--- config.mk ---
export PLATFORM = sky130hd
export DESIGN_NAME = uart_rx_fifo_feeder
export DESIGN_NICKNAME = d
export VERILOG_FILES = /design/src/rtl/uart_rx_pkg.sv /design/src/rtl/uart_rx_fifo_feeder_sync.sv /design/src/rtl/uart_rx_fifo_feeder.sv
export SDC_FILE = /design/constraint.sdc
export NUM_CORES = 1
export LEC_CHECK = 0
export BUFFER_PORTS_ARGS = -buffer_cell sky130_fd_sc_hd__buf_2
export CORE_MARGIN = 2
export CORE_UTILIZATION = 30
export CTS_CLUSTER_SIZE = 14
export DETAILED_ROUTE_END_ITERATION = 12
export GPL_TIMING_DRIVEN = 0
export MAX_ROUTING_LAYER = met4
export SLEW_MARGIN = 20
export SYNTH_ARGS = -nofsm -noshare
export SYNTH_HDL_FRONTEND = slang
export SYNTH_SLANG_ARGS = --single-unit
--- constraint.sdc ---
create_clock -name clk -period 3.9 [get_ports clk]
set_clock_uncertainty 0.2 [all_clocks]
set_input_delay 0.585 -clock clk [delete_from_list [all_inputs] [get_ports clk]]
set_output_delay 0.585 -clock clk [all_outputs]
set_load 0.05 [all_outputs]
--- src/rtl/uart_rx_pkg.sv ---
// uart_rx_pkg: shared state encoding and framing constants for the UART receiver.
package uart_rx_pkg;
    typedef enum logic [2:0] {IDLE, START, DATA, PARITY, STOP, WAIT_HIGH} rx_state_t;
    localparam int DATA_BITS = 8;
    localparam logic PARITY_EVEN = 1'b0;
endpackage

--- src/rtl/uart_rx_fifo_feeder_sync.sv ---
// rx_sync: multi-flop metastability synchroniser with a configurable reset value.
module rx_sync #(
    parameter int   STAGES  = 2,
    parameter logic RST_VAL = 1'b1
) (
    input  logic clk,
    input  logic rst_n,
    input  logic d_i,
    output logic q_o
);
    logic [STAGES-1:0] sync_q;

    always_ff @(posedge clk or negedge rst_n) begin
        if (!rst_n) sync_q <= {STAGES{RST_VAL}};
        else        sync_q <= {sync_q[STAGES-2:0], d_i};
    end

    assign q_o = sync_q[STAGES-1];
endmodule

--- src/rtl/uart_rx_fifo_feeder.sv ---
// uart_rx_fifo_feeder: 8N1 UART receiver that writes each good byte into a byte FIFO.
// Define UART_RX_PARITY_EN to add an even-parity bit between data bit 7 and stop.
module uart_rx_fifo_feeder
    import uart_rx_pkg::*;
#(
    parameter int CLKS_PER_BIT = 16,
    parameter int SYNC_STAGES  = 2
) (
    input  logic       clk,
    input  logic       rst_n,
    input  logic       rx_i,
    input  logic       full_i,
    output logic       wr_o,
    output logic [7:0] din_o,
    output logic       busy_o,
    output logic       frame_err_o,
    output logic       overrun_o,
    output logic       parity_err_o
);
    localparam int BW = $clog2(CLKS_PER_BIT);
    localparam logic [BW-1:0] HALF_M1 = BW'(CLKS_PER_BIT / 2 - 1);
    localparam logic [BW-1:0] FULL_M1 = BW'(CLKS_PER_BIT - 1);

    rx_state_t              state_q;
    logic [BW-1:0]          baud_q;
    logic [2:0]             bit_q;
    logic [DATA_BITS-1:0]   shift_q;
    logic [7:0]             din_q;
    logic                   wr_q, frame_err_q, overrun_q, parity_err_q;
    logic                   rx_s;
`ifdef UART_RX_PARITY_EN
    logic                   par_bad_q;
`endif

    rx_sync #(.STAGES(SYNC_STAGES), .RST_VAL(1'b1)) u_sync (
        .clk   (clk),
        .rst_n (rst_n),
        .d_i   (rx_i),
        .q_o   (rx_s)
    );

    always_ff @(posedge clk or negedge rst_n) begin
        if (!rst_n) begin
            state_q      <= IDLE;
            baud_q       <= '0;
            bit_q        <= '0;
            shift_q      <= '0;
            din_q        <= '0;
            wr_q         <= 1'b0;
            frame_err_q  <= 1'b0;
            overrun_q    <= 1'b0;
            parity_err_q <= 1'b0;
`ifdef UART_RX_PARITY_EN
            par_bad_q    <= 1'b0;
`endif
        end else begin
            wr_q         <= 1'b0;
            frame_err_q  <= 1'b0;
            overrun_q    <= 1'b0;
            parity_err_q <= 1'b0;
            case (state_q)
                IDLE: if (!rx_s) begin
                    state_q <= START;
                    baud_q  <= '0;
                end
                START: if (baud_q == HALF_M1) begin
                    baud_q  <= '0;
                    bit_q   <= '0;
                    state_q <= rx_s ? IDLE : DATA;
                end else baud_q <= baud_q + 1'b1;
                DATA: if (baud_q == FULL_M1) begin
                    baud_q  <= '0;
                    shift_q <= {rx_s, shift_q[DATA_BITS-1:1]};
                    bit_q   <= bit_q + 3'd1;
`ifdef UART_RX_PARITY_EN
                    if (bit_q == 3'(DATA_BITS - 1)) state_q <= PARITY;
`else
                    if (bit_q == 3'(DATA_BITS - 1)) state_q <= STOP;
`endif
                end else baud_q <= baud_q + 1'b1;
`ifdef UART_RX_PARITY_EN
                PARITY: if (baud_q == FULL_M1) begin
                    baud_q    <= '0;
                    par_bad_q <= (^shift_q ^ rx_s) != PARITY_EVEN;
                    state_q   <= STOP;
                end else baud_q <= baud_q + 1'b1;
`endif
                // Error priority at the decision edge: framing, then parity, then overrun.
                STOP: if (baud_q == FULL_M1) begin
                    baud_q <= '0;
                    if (!rx_s) begin
                        frame_err_q <= 1'b1;
                        state_q     <= WAIT_HIGH;
                    end
`ifdef UART_RX_PARITY_EN
                    else if (par_bad_q) begin
                        parity_err_q <= 1'b1;
                        state_q      <= IDLE;
                    end
`endif
                    else if (full_i) begin
                        overrun_q <= 1'b1;
                        state_q   <= IDLE;
                    end else begin
                        din_q   <= shift_q;
                        wr_q    <= 1'b1;
                        state_q <= IDLE;
                    end
                end else baud_q <= baud_q + 1'b1;
                WAIT_HIGH: if (rx_s) state_q <= IDLE;
                default: state_q <= IDLE;
            endcase
        end
    end

    assign wr_o        = wr_q;
    assign din_o       = din_q;
    assign busy_o      = state_q != IDLE;
    assign frame_err_o = frame_err_q;
    assign overrun_o   = overrun_q;
`ifdef UART_RX_PARITY_EN
    assign parity_err_o = parity_err_q;
`else
    assign parity_err_o = 1'b0;
`endif
endmodule

==> summary.txt, run 1 <==
STA
  • Tightest slew margin relative to the limit: 0.547
  • Number of max-slew violations in the final report: 0
  • Peak Freq: about 410 MHz
  • Final hold violation count: 0
  • Total Negative Setup Slacks: 0 ns
  • Least setup slack across all paths after layout: about 1.4 ns
  • Crit share post-route: 0.629
  • Worst Max-Slew Pin Slew: approximately 0.68 ns
  • Worst Hold Margin: 0.136 ns
  • Clock period minus worst slack: 2.45 ns
  • RSZ-0062 raised after global routing: no
  • Finish-stage setup viols: 0

Yosys
  • Fraction of registers with async set or reset after synthesis: 1.00
  • Post-synthesis register bit count: 31
  • Synthesis warning total: 0
  • Part of the Yosys area used for sequential elements: 0.536
  • Mapped Avg Cell Area: 10.7 um2
  • Number of enable-type register cells in the synthesized netlist: 0
  • Number of distinct standard cells referenced by the synthesized netlist: 39
  • Post-synthesis net count: 143
  • Total standard cell area after synthesis: 1450 um2
  • Top FF cell, synth: sky130_fd_sc_hd__dfrtp_1
  • Post-Synthesis Cells: 136

Global route
  • Maximum number of pins on one net before global-route repair: 32
  • Initial antenna violation count: 0
  • Total grt overflow: 0
  • Wire length of the first global-routing pass: 4600 um
  • Vias in the first global route: 997
  • Global-route usage over all layers: 0.116

Cells and area
  • Highest-count cells in the layout ignoring fill and taps: sky130_fd_sc_hd__nand2_1 (29), sky130_fd_sc_hd__dfrtp_1 (29), sky130_fd_sc_hd__buf_2 (17), sky130_fd_sc_hd__mux2_4 (8)
  • Proportion of layout cells with a drive suffix above 1: 0.264
  • Final instance area: 1710 um2
  • Area growth syn-to-layout: 17.9%
  • Layout Cells excl Fill: 213
  • Post-layout util: 0.365
  • Fill cell count: 476
  • Diode count: 0
  • Layout Nets: ~170

CTS
  • Clk sink count: 31
  • CTS H-tree depth: 2
  • Clock-pin slew on the worst setup and hold paths: 0.07 ns
  • Maximum buffer depth of the clock tree: 2
  • Root buf cell: sky130_fd_sc_hd__clkbuf_8
  • Clock network latency to the later pin of the worst-skew pair: 0.28 ns
  • Num CTS Buffers: 5
  • Setup bufs post-CTS: 0
  • # hold bufs at CTS: 0
  • Number of instances resized during post-cts repair: 0
  • CTS tree: done

Drt
  • Final wirelength: 2590 um
  • Number of remaining DRC errors: 0
  • Number of vias after detailed routing: around 1,000
  • DR pass1 iterations: 4
  • Routed WL per cell: 12.2 um
  • Residual antenna-violating net count after detailed routing: 0
  • DRT iter0 DRCs: 25
  • Vias/cell: 4.85

Die
  • Number of placed I/O pins: 17
  • Floorplan die area: 5410 um2
  • Area of the core: 4690 um2
  • Floorplan die height: 73.6 um
  • Horizontal extent of the die: approximately 74 um
  • Starting utilization of the core area: 0.309
  • Number of placement rows: 25

Job
  • MaxCap Viol Count: 0

Place
  • Placed Instances: 205
  • Global placement routability congestion: 0.832
  • Post-detailed-placement half-perimeter wirelength: 1730 um
  • Pre-CTS worst setup slack: 1.78 ns
  • Cell area after placement: 1590 um2
  • I/O Buffers: 15

Pwr
  • Leakage Power: between 0.9 and 1 nW
  • Power density over the cells: 551 nW/um2
  • Maximum vdd drop: about 0.22 mV
  • Total power draw: roughly 0.94 mW

Worst hold path
  • Hold Path Class: in -> async

Run status
  • Result of the run: finished, final reports clean

Critical path
  • Worst setup slack for register-to-register paths: approximately 1.9 ns
  • CP Class: reg -> out
  • Startpoint Class: flip-flop
  • Category of the worst setup path capture point: output port
  • Data required, critical path: ~3.1 ns
  • Arrival time reported for the critical path endpoint: 1.67 ns
  • Max FO, Critical Path: 10
power by group:
part | switching (mW) | internal [mW]
Combinational | 0.137 | 0.0887
Clock | 0.124 | 0.207
Sequential | 0.0355 | 0.352
Total | 0.296 | 0.647
metal layers:
metal / track usage / up-vias / share of wire
met3: 0.0453 / 7 / 0.049
met1: 0.151 / 488 / 0.50
li1: - / 508 / -
met5: - / - / 0
met2: 0.159 / 31 / 0.43
met4: 0.0525 / 0 / 0.021
logic make-up (layout without fill, tap and decap cells):
family / Yosys count / after routing / synth area share
DFF: 31 / 31 / 0.536
and+or+nand+nor: 54 / 54 / 0.185
adders and majority gates: 4 / 4 / 0.0328
muxes: 9 / 9 / 0.0905
buffers and inverters: 14 / 37 / 0.0483
AOI/OAI and AO/OA: 23 / 23 / 0.104
other: 1 / 1 / 0.00258
worst max-delay path, stage by stage, from the launching register on:
cell,delay [ns]
sky130_fd_sc_hd__dfrtp_1,0.44
sky130_fd_sc_hd__clkbuf_1,0.24
sky130_fd_sc_hd__nor3_1,0.41
sky130_fd_sc_hd__inv_1,0.07
sky130_fd_sc_hd__buf_2,0.22
Yosys cell counts (2+ instances only):
cell type | number | area [um2]
sky130_fd_sc_hd__nand2b_1 | 2 | 12.5
sky130_fd_sc_hd__inv_1 | 6 | 22.5
sky130_fd_sc_hd__dfstp_2 | 2 | 52.6
sky130_fd_sc_hd__nand2_1 | 29 | 109
sky130_fd_sc_hd__nor4_1 | 2 | 12.5
sky130_fd_sc_hd__o22ai_1 | 2 | 12.5
sky130_fd_sc_hd__and3_1 | 2 | 12.5
sky130_fd_sc_hd__buf_2 | 2 | 10.0
sky130_fd_sc_hd__mux2_4 | 8 | 120
sky130_fd_sc_hd__dfrtp_1 | 29 | 726
sky130_fd_sc_hd__a21oi_1 | 6 | 30.0
sky130_fd_sc_hd__buf_4 | 2 | 15.0
sky130_fd_sc_hd__o32ai_1 | 2 | 17.5
sky130_fd_sc_hd__ha_1 | 3 | 37.5
sky130_fd_sc_hd__clkbuf_1 | 3 | 11.3
sky130_fd_sc_hd__nand3_1 | 3 | 15.0
sky130_fd_sc_hd__nor2_1 | 6 | 22.5
sky130_fd_sc_hd__a22o_1 | 2 | 17.5
sky130_fd_sc_hd__o21ai_0 | 5 | 25.0
cell type report:
class                   count  area, um2  area share
well taps                  54       67.6      0.0395
flip-flops and latches     31        778       0.455
clock inverters             2       35.0      0.0205
clock buffers               6       82.6      0.0482
multi-input cells          91        603       0.352
repair buffers             15       75.1      0.0439
inverters                   6       22.5      0.0132
plain buffers               8       47.5      0.0278
sequential cells by signal, indices dropped and copies added, names as in the netlist:
name / flops
wr_o: 1
din_o: 8
overrun_o: 1
baud_q: 4
bit_q: 3
shift_q: 8
state_q: 3
frame_err_o: 1
u_sync.sync_q: 2
final timing paths:
check                                    to  depth (start not counted)        startpoint
min                               baud_q[3]                          1             rst_n
max reg2reg                        din_o[0]                          7         baud_q[0]
min reg2reg                u_sync.sync_q[1]                          0  u_sync.sync_q[0]
min in group clk           u_sync.sync_q[1]                          0  u_sync.sync_q[0]
max                                  busy_o                          4        state_q[0]
max in group asynchronous          bit_q[2]                          1             rst_n
(Power assumes the default switching activity.)
==> run 2, diff against run 1 <==
==> constraint.sdc (replaced) <==
create_clock -name clk -period 2.1 [get_ports clk]
set_clock_uncertainty 0.2 [all_clocks]
set_input_delay 0.315 -clock clk [delete_from_list [all_inputs] [get_ports clk]]
set_output_delay 0.315 -clock clk [all_outputs]
set_load 0.05 [all_outputs]
==> run 2 against run 1 <==
  * Hold slack worse by 0.010 ns
  * Power up 86%
  * First-iteration DRC count up 12%
  * Sequential power up 92%
  * Count of clock-buffer cells in the layout unchanged
  * Clock power up 86%
  * Critical path depth up 3
  * Cell area up 1.4%
  * Via count unchanged
  * Critical path type is now reg -> reg
==> summary.txt, run 2 (same netlist as run 1, synthesis figures left out) <==
Run status
  • Result of the run: finished, final reports clean

Pwr
  • Power density over the cells: between 1000 and 1500 nW/um2
  • Clock group share of total power: 0.350
  • Maximum vdd drop: 0.416 mV
  • Relative contribution of sequential cells to total power: 0.423
  • Logic gate share of total power: 0.227
  • Total power draw: ~1.8 mW
  • Switching Power: roughly 0.55 mW
  • Internal portion of total power: 1.21 mW
  • Share of total power consumed by net switching: 0.315
  • Leakage Power: 0.934 nW

CTS
  • Clock-pin slew on the worst setup and hold paths: roughly 0.07 ns
  • CTS H-tree depth: 2
  • Root buf cell: sky130_fd_sc_hd__clkbuf_8
  • Clock network latency to the later pin of the worst-skew pair: 0.28 ns
  • CTS tree: done
  • Num CTS Buffers: 5
  • Clk sink count: 31
  • Maximum buffer depth of the clock tree: 2
  • Setup bufs post-CTS: 0

STA
  • Worst Max-Slew Pin Slew: ~0.68 ns
  • Total Negative Setup Slacks: 0 ns
  • Least setup slack across all paths after layout: between 0.1 and 0.15 ns
  • Clock period minus worst slack: 1.99 ns
  • Tightest slew margin relative to the limit: 0.547
  • Finish-stage setup viols: 0
  • Final hold violation count: 0
  • Number of max-slew violations in the final report: 0
  • RSZ-0062 raised after global routing: no
  • Crit share post-route: 0.946
  • Peak Freq: 503 MHz

Cells and area
  • Layout Cells excl Fill: 214
  • Area growth syn-to-layout: 19.6%
  • Diode count: 0
  • Highest-count cells in the layout ignoring fill and taps: sky130_fd_sc_hd__nand2_1 (29), sky130_fd_sc_hd__dfrtp_1 (29), sky130_fd_sc_hd__buf_2 (17), sky130_fd_sc_hd__mux2_4 (8)
  • Post-layout util: 0.370
  • Fill cell count: 475
  • Layout Nets: 166
  • Proportion of layout cells with a drive suffix above 1: 0.275

Critical path
  • Path depth of the worst reg2reg path: 7
  • R2r startpoint: baud_q[0]
  • CP Class: reg -> reg
  • Beginning of the critical path: baud_q[0]
  • Worst stage delay on the critical path: 0.41 ns
  • Arrival time reported for the critical path endpoint: 1.95 ns
  • Worst R2R End: din_o[0]
  • CP cell instances: ha_2 > and3_1 > buf_4 > nand4_2 > nand2b_4 > buf_6 > mux2_4
  • Worst setup slack for register-to-register paths: 0.11 ns
  • Category of the worst setup path capture point: flip-flop
  • Max FO, Critical Path: 9
  • Data required, critical path: 2.07 ns
  • Startpoint Class: flip-flop
  • Timing endpoint of the critical path: din_o[0]
  • Slowest cell on crit path: sky130_fd_sc_hd__dfrtp_1

Place
  • I/O Buffers: 15
  • Post-detailed-placement half-perimeter wirelength: 1730 um
  • Global placement routability congestion: 0.832
  • Pre-CTS worst setup slack: 0.0684 ns
  • Placed Instances: approximately 200

Drt
  • Residual antenna-violating net count after detailed routing: 0
  • Number of vias after detailed routing: 1,034
  • Routed WL per cell: 12.1 um
  • DRT iter0 DRCs: 28
  • Number of remaining DRC errors: 0
  • Vias/cell: 4.83
  • DR pass1 iterations: 4
  • Final wirelength: ~2600 um

Global route
  • GRT met3 Usage: 0.0453
  • Routing layer with the top usage in global route: met2
  • Vias in the first global route: 997
  • Grt met1 use: 0.151
  • Initial antenna violation count: 0
  • Total grt overflow: 0
  • Global-route usage over all layers: 0.116
  • Maximum number of pins on one net before global-route repair: 32
  • Met2 usage: 0.159
  • Wire length of the first global-routing pass: 4600 um

Die
  • Number of placed I/O pins: 17
  • Horizontal extent of the die: 73.6 um
  • Area of the core: approximately 4700 um2
  • Floorplan die area: between 5000 and 6000 um2
  • Number of placement rows: 25
  • Floorplan die height: 73.6 um
  • Starting utilization of the core area: 0.309

Job
  • MaxCap Viol Count: 0

Worst hold path
  • Hold Path Class: in -> reg
-- run 2: critical path: cells and delay by family (launching register included) --
kind | cells | cell delay, ns
flops | 1 | 0.41
simple gates | 3 | 0.40
mux | 1 | 0.31
fa+ha+maj | 1 | 0.23
buf+inv | 2 | 0.30
-- run 2: how the worst min path moves through the flow --
stage | to | startpoint | slack [ns] | cells past startpoint
CTS | overrun_o | full_i | 0.12 | 3
finish | overrun_o | full_i | 0.13 | 3
floorplan | baud_q[0] | rst_n | -0.18 | 0
detailed placement | u_sync.sync_q[1] | u_sync.sync_q[0] | 0.15 | 0
global route | overrun_o | full_i | 0.13 | 3
global placement | u_sync.sync_q[1] | u_sync.sync_q[0] | 0.15 | 0
-- run 2: metrics by stage --
stage / cell area (um2) / hold WS [ns]
after floorplan: 1450 / -0.181
after global placement: 1590 / 0.147
after detailed placement: 1590 / 0.149
after CTS: 1740 / 0.118
after global routing: 1740 / 0.127
final: 1740 / 0.126
-- run 2: timing repair --
action | CTS | global route
resized for setup | 1 | 1
pin swaps | 0 | 1
hold endpoints to repair | 30 | 0
endpoints found under the setup margin | 1 | 4
hold buffers | 2 | 0
-- run 2: cell type report --
class                           instances  area, um2  share of cell area
Inverter                                6       22.5              0.0130
Multi-Input combinational cell         91        611               0.352
Tap cell                               54       67.6              0.0389
Clock buffer                            6       82.6              0.0476
Clock inverter                          2       35.0              0.0202
Sequential cell                        31        778               0.448
Timing Repair Buffer                   17       95.1              0.0548
Buffer                                  7       43.8              0.0252
-- run 2: power groups by stage --
| stage | Clock, mW | Sequential [mW] | Combinational [mW] |
|---|---|---|---|
| after floorplan | 0 | 0.711 | 0.336 |
| after CTS | 0.637 | 0.717 | 0.429 |
| after global routing | 0.663 | 0.757 | 0.455 |
| final | 0.615 | 0.744 | 0.400 |
| after detailed placement | 0 | 0.727 | 0.420 |
| after global placement | 0 | 0.728 | 0.417 |
-- run 2: metal layers --
metal  wire, um  part of all wire
met5          0                 0
met4         54             0.021
met3        121             0.047
met2       1130              0.43
met1       1300              0.50
==> run 3, diff against run 2 <==
--- a/config.mk
+++ b/config.mk
@@ -12,6 +12,7 @@
 export DETAILED_ROUTE_END_ITERATION = 12
 export GPL_TIMING_DRIVEN = 0
 export MAX_ROUTING_LAYER = met4
+export REMOVE_ABC_BUFFERS = 1
 export SLEW_MARGIN = 20
 export SYNTH_ARGS = -nofsm -noshare
 export SYNTH_HDL_FRONTEND = slang
==> run 3 against run 2 <==
  * Count of clock-buffer cells in the layout is the same
  * Wire length down 1.5%
  * Sequential share of layout area grew 1.2 points
  * Core utilization down 0.96 points
  * Die area stayed put
  * Register-to-register slack gained 0.04 ns
  * Critical endpoint is now busy_o
==> summary.txt, run 3 (same netlist as run 1, synthesis figures left out) <==
Run status
  • Result of the run: finished, final reports clean

Cells and area
  • Post-layout util: 0.360
  • Final instance area: 1690 um2
  • Proportion of layout cells with a drive suffix above 1: 0.255
  • Diode count: 0
  • Area growth syn-to-layout: 16.5%
  • Fill cell count: 477
  • Layout Cells excl Fill: just over 200
  • Layout Nets: 159
  • Highest-count cells in the layout ignoring fill and taps: sky130_fd_sc_hd__nand2_1 (29), sky130_fd_sc_hd__dfrtp_1 (29), sky130_fd_sc_hd__buf_2 (15), sky130_fd_sc_hd__mux2_4 (8)

Drt
  • Number of remaining DRC errors: 0
  • Vias/cell: 4.91
  • DRT iter0 DRCs: 92
  • Residual antenna-violating net count after detailed routing: 0
  • Number of vias after detailed routing: 1,017
  • DR pass1 iterations: 4
  • Final wirelength: 2560 um
  • Routed WL per cell: between 10 and 15 um

Critical path
  • Category of the worst setup path capture point: output port
  • Startpoint Class: flip-flop
  • Slowest cell on crit path: sky130_fd_sc_hd__dfrtp_1
  • Data required, critical path: 1.58 ns
  • Arrival time reported for the critical path endpoint: 1.44 ns
  • CP cell instances: nor3_2 > inv_1 > buf_2
  • Max FO, Critical Path: 15
  • CP Class: reg -> out
  • Worst stage delay on the critical path: between 0.5 and 0.6 ns
  • Worst setup slack for register-to-register paths: 0.15 ns

Die
  • Area of the core: 4690 um2
  • Floorplan die area: roughly 5400 um2
  • Horizontal extent of the die: 73.6 um
  • Starting utilization of the core area: 0.309
  • Floorplan die height: 73.6 um
  • Number of placed I/O pins: 17
  • Number of placement rows: 25

Job
  • MaxCap Viol Count: 0

Place
  • Pre-CTS worst setup slack: 0.141 ns
  • I/O Buffers: 15
  • Cell area after placement: 1550 um2
  • Placed Instances: 197
  • Global placement routability congestion: ~0.76
  • Post-detailed-placement half-perimeter wirelength: 1660 um

STA
  • Least setup slack across all paths after layout: 0.149 ns
  • Crit share post-route: 0.929
  • Total Negative Setup Slacks: 0 ns
  • Finish-stage setup viols: 0
  • Worst Hold Margin: 0.104 ns
  • Tightest slew margin relative to the limit: 0.544
  • Number of max-slew violations in the final report: 0
  • Final hold violation count: 0
  • Peak Freq: 513 MHz
  • Worst Max-Slew Pin Slew: 0.684 ns
  • RSZ-0062 raised after global routing: no
  • Clock period minus worst slack: 1.95 ns

Global route
  • Vias in the first global route: 1,014
  • Total grt overflow: 0
  • Wire length of the first global-routing pass: 4550 um
  • Maximum number of pins on one net before global-route repair: 32
  • Initial antenna violation count: 0
  • Global-route usage over all layers: 0.113

Pwr
  • Total power draw: around 1.7 mW
  • Power density over the cells: ~1000 nW/um2
  • Leakage Power: approximately 0.91 nW
  • Maximum vdd drop: ~0.31 mV

CTS
  • CTS H-tree depth: 2
  • CTS tree: done
  • Clock-pin slew on the worst setup and hold paths: about 0.060 ns
  • Root buf cell: sky130_fd_sc_hd__clkbuf_8
  • Clk sink count: 31
  • Num CTS Buffers: 5
  • Clock network latency to the later pin of the worst-skew pair: about 0.28 ns
  • Maximum buffer depth of the clock tree: 2

Worst hold path
  • Hold Path Class: in -> reg
## run 3: changes by cell type in the layout (fill, tap and decap cells not counted), sizes merged
cell    delta
buf        -5
clkbuf     -2
## run 3: worst paths after layout
path                                  startpoint          endpoint  cells past startpoint
worst min register to register  u_sync.sync_q[0]  u_sync.sync_q[1]                      0
worst max register to register         baud_q[0]          din_o[5]                      5
max in group asynchronous                  rst_n        shift_q[7]                      2
worst max-delay path                  state_q[0]            busy_o                      3
worst min-delay path                      full_i         overrun_o                      3
min in group asynchronous                  rst_n         baud_q[3]                      2
## run 3: timing repair
item	4_1_cts	5_1_grt
setup endpoints to repair	0	11
gates resized for setup	0	2
endpoints found under the hold margin	30	0
hold buffers	2	0
buffers inserted	0	0
## run 3: layout make-up
class,count,area (um2),area share
flip-flops and latches,31,778,0.460
multi-input cells,91,609,0.360
repair buffers,17,95.1,0.0563
clock buffers,6,82.6,0.0489
well taps,54,67.6,0.0400
clock inverters,2,35.0,0.0207
inverters,6,22.5,0.0133
## run 3: layer usage
layer,global-route usage,routed length [um]
met5,-,0
met4,0.0606,71
met3,0.0329,103
met2,0.173,1100
met1,0.135,1280
## run 3: power by group
group	total (mW)	internal [mW]	switching [mW]
Clock	0.604	0.383	0.220
Combinational	0.383	0.161	0.222
Sequential	0.754	0.653	0.101
Total	1.74	1.20	0.543
## run 3: worst max-delay path, delay by kind of cell, from the launching register on
kind | cells | cell delay [ns]
buffers and inverters | 2 | 0.27
flip-flops | 1 | 0.55
AND/OR/NAND/NOR | 1 | 0.33
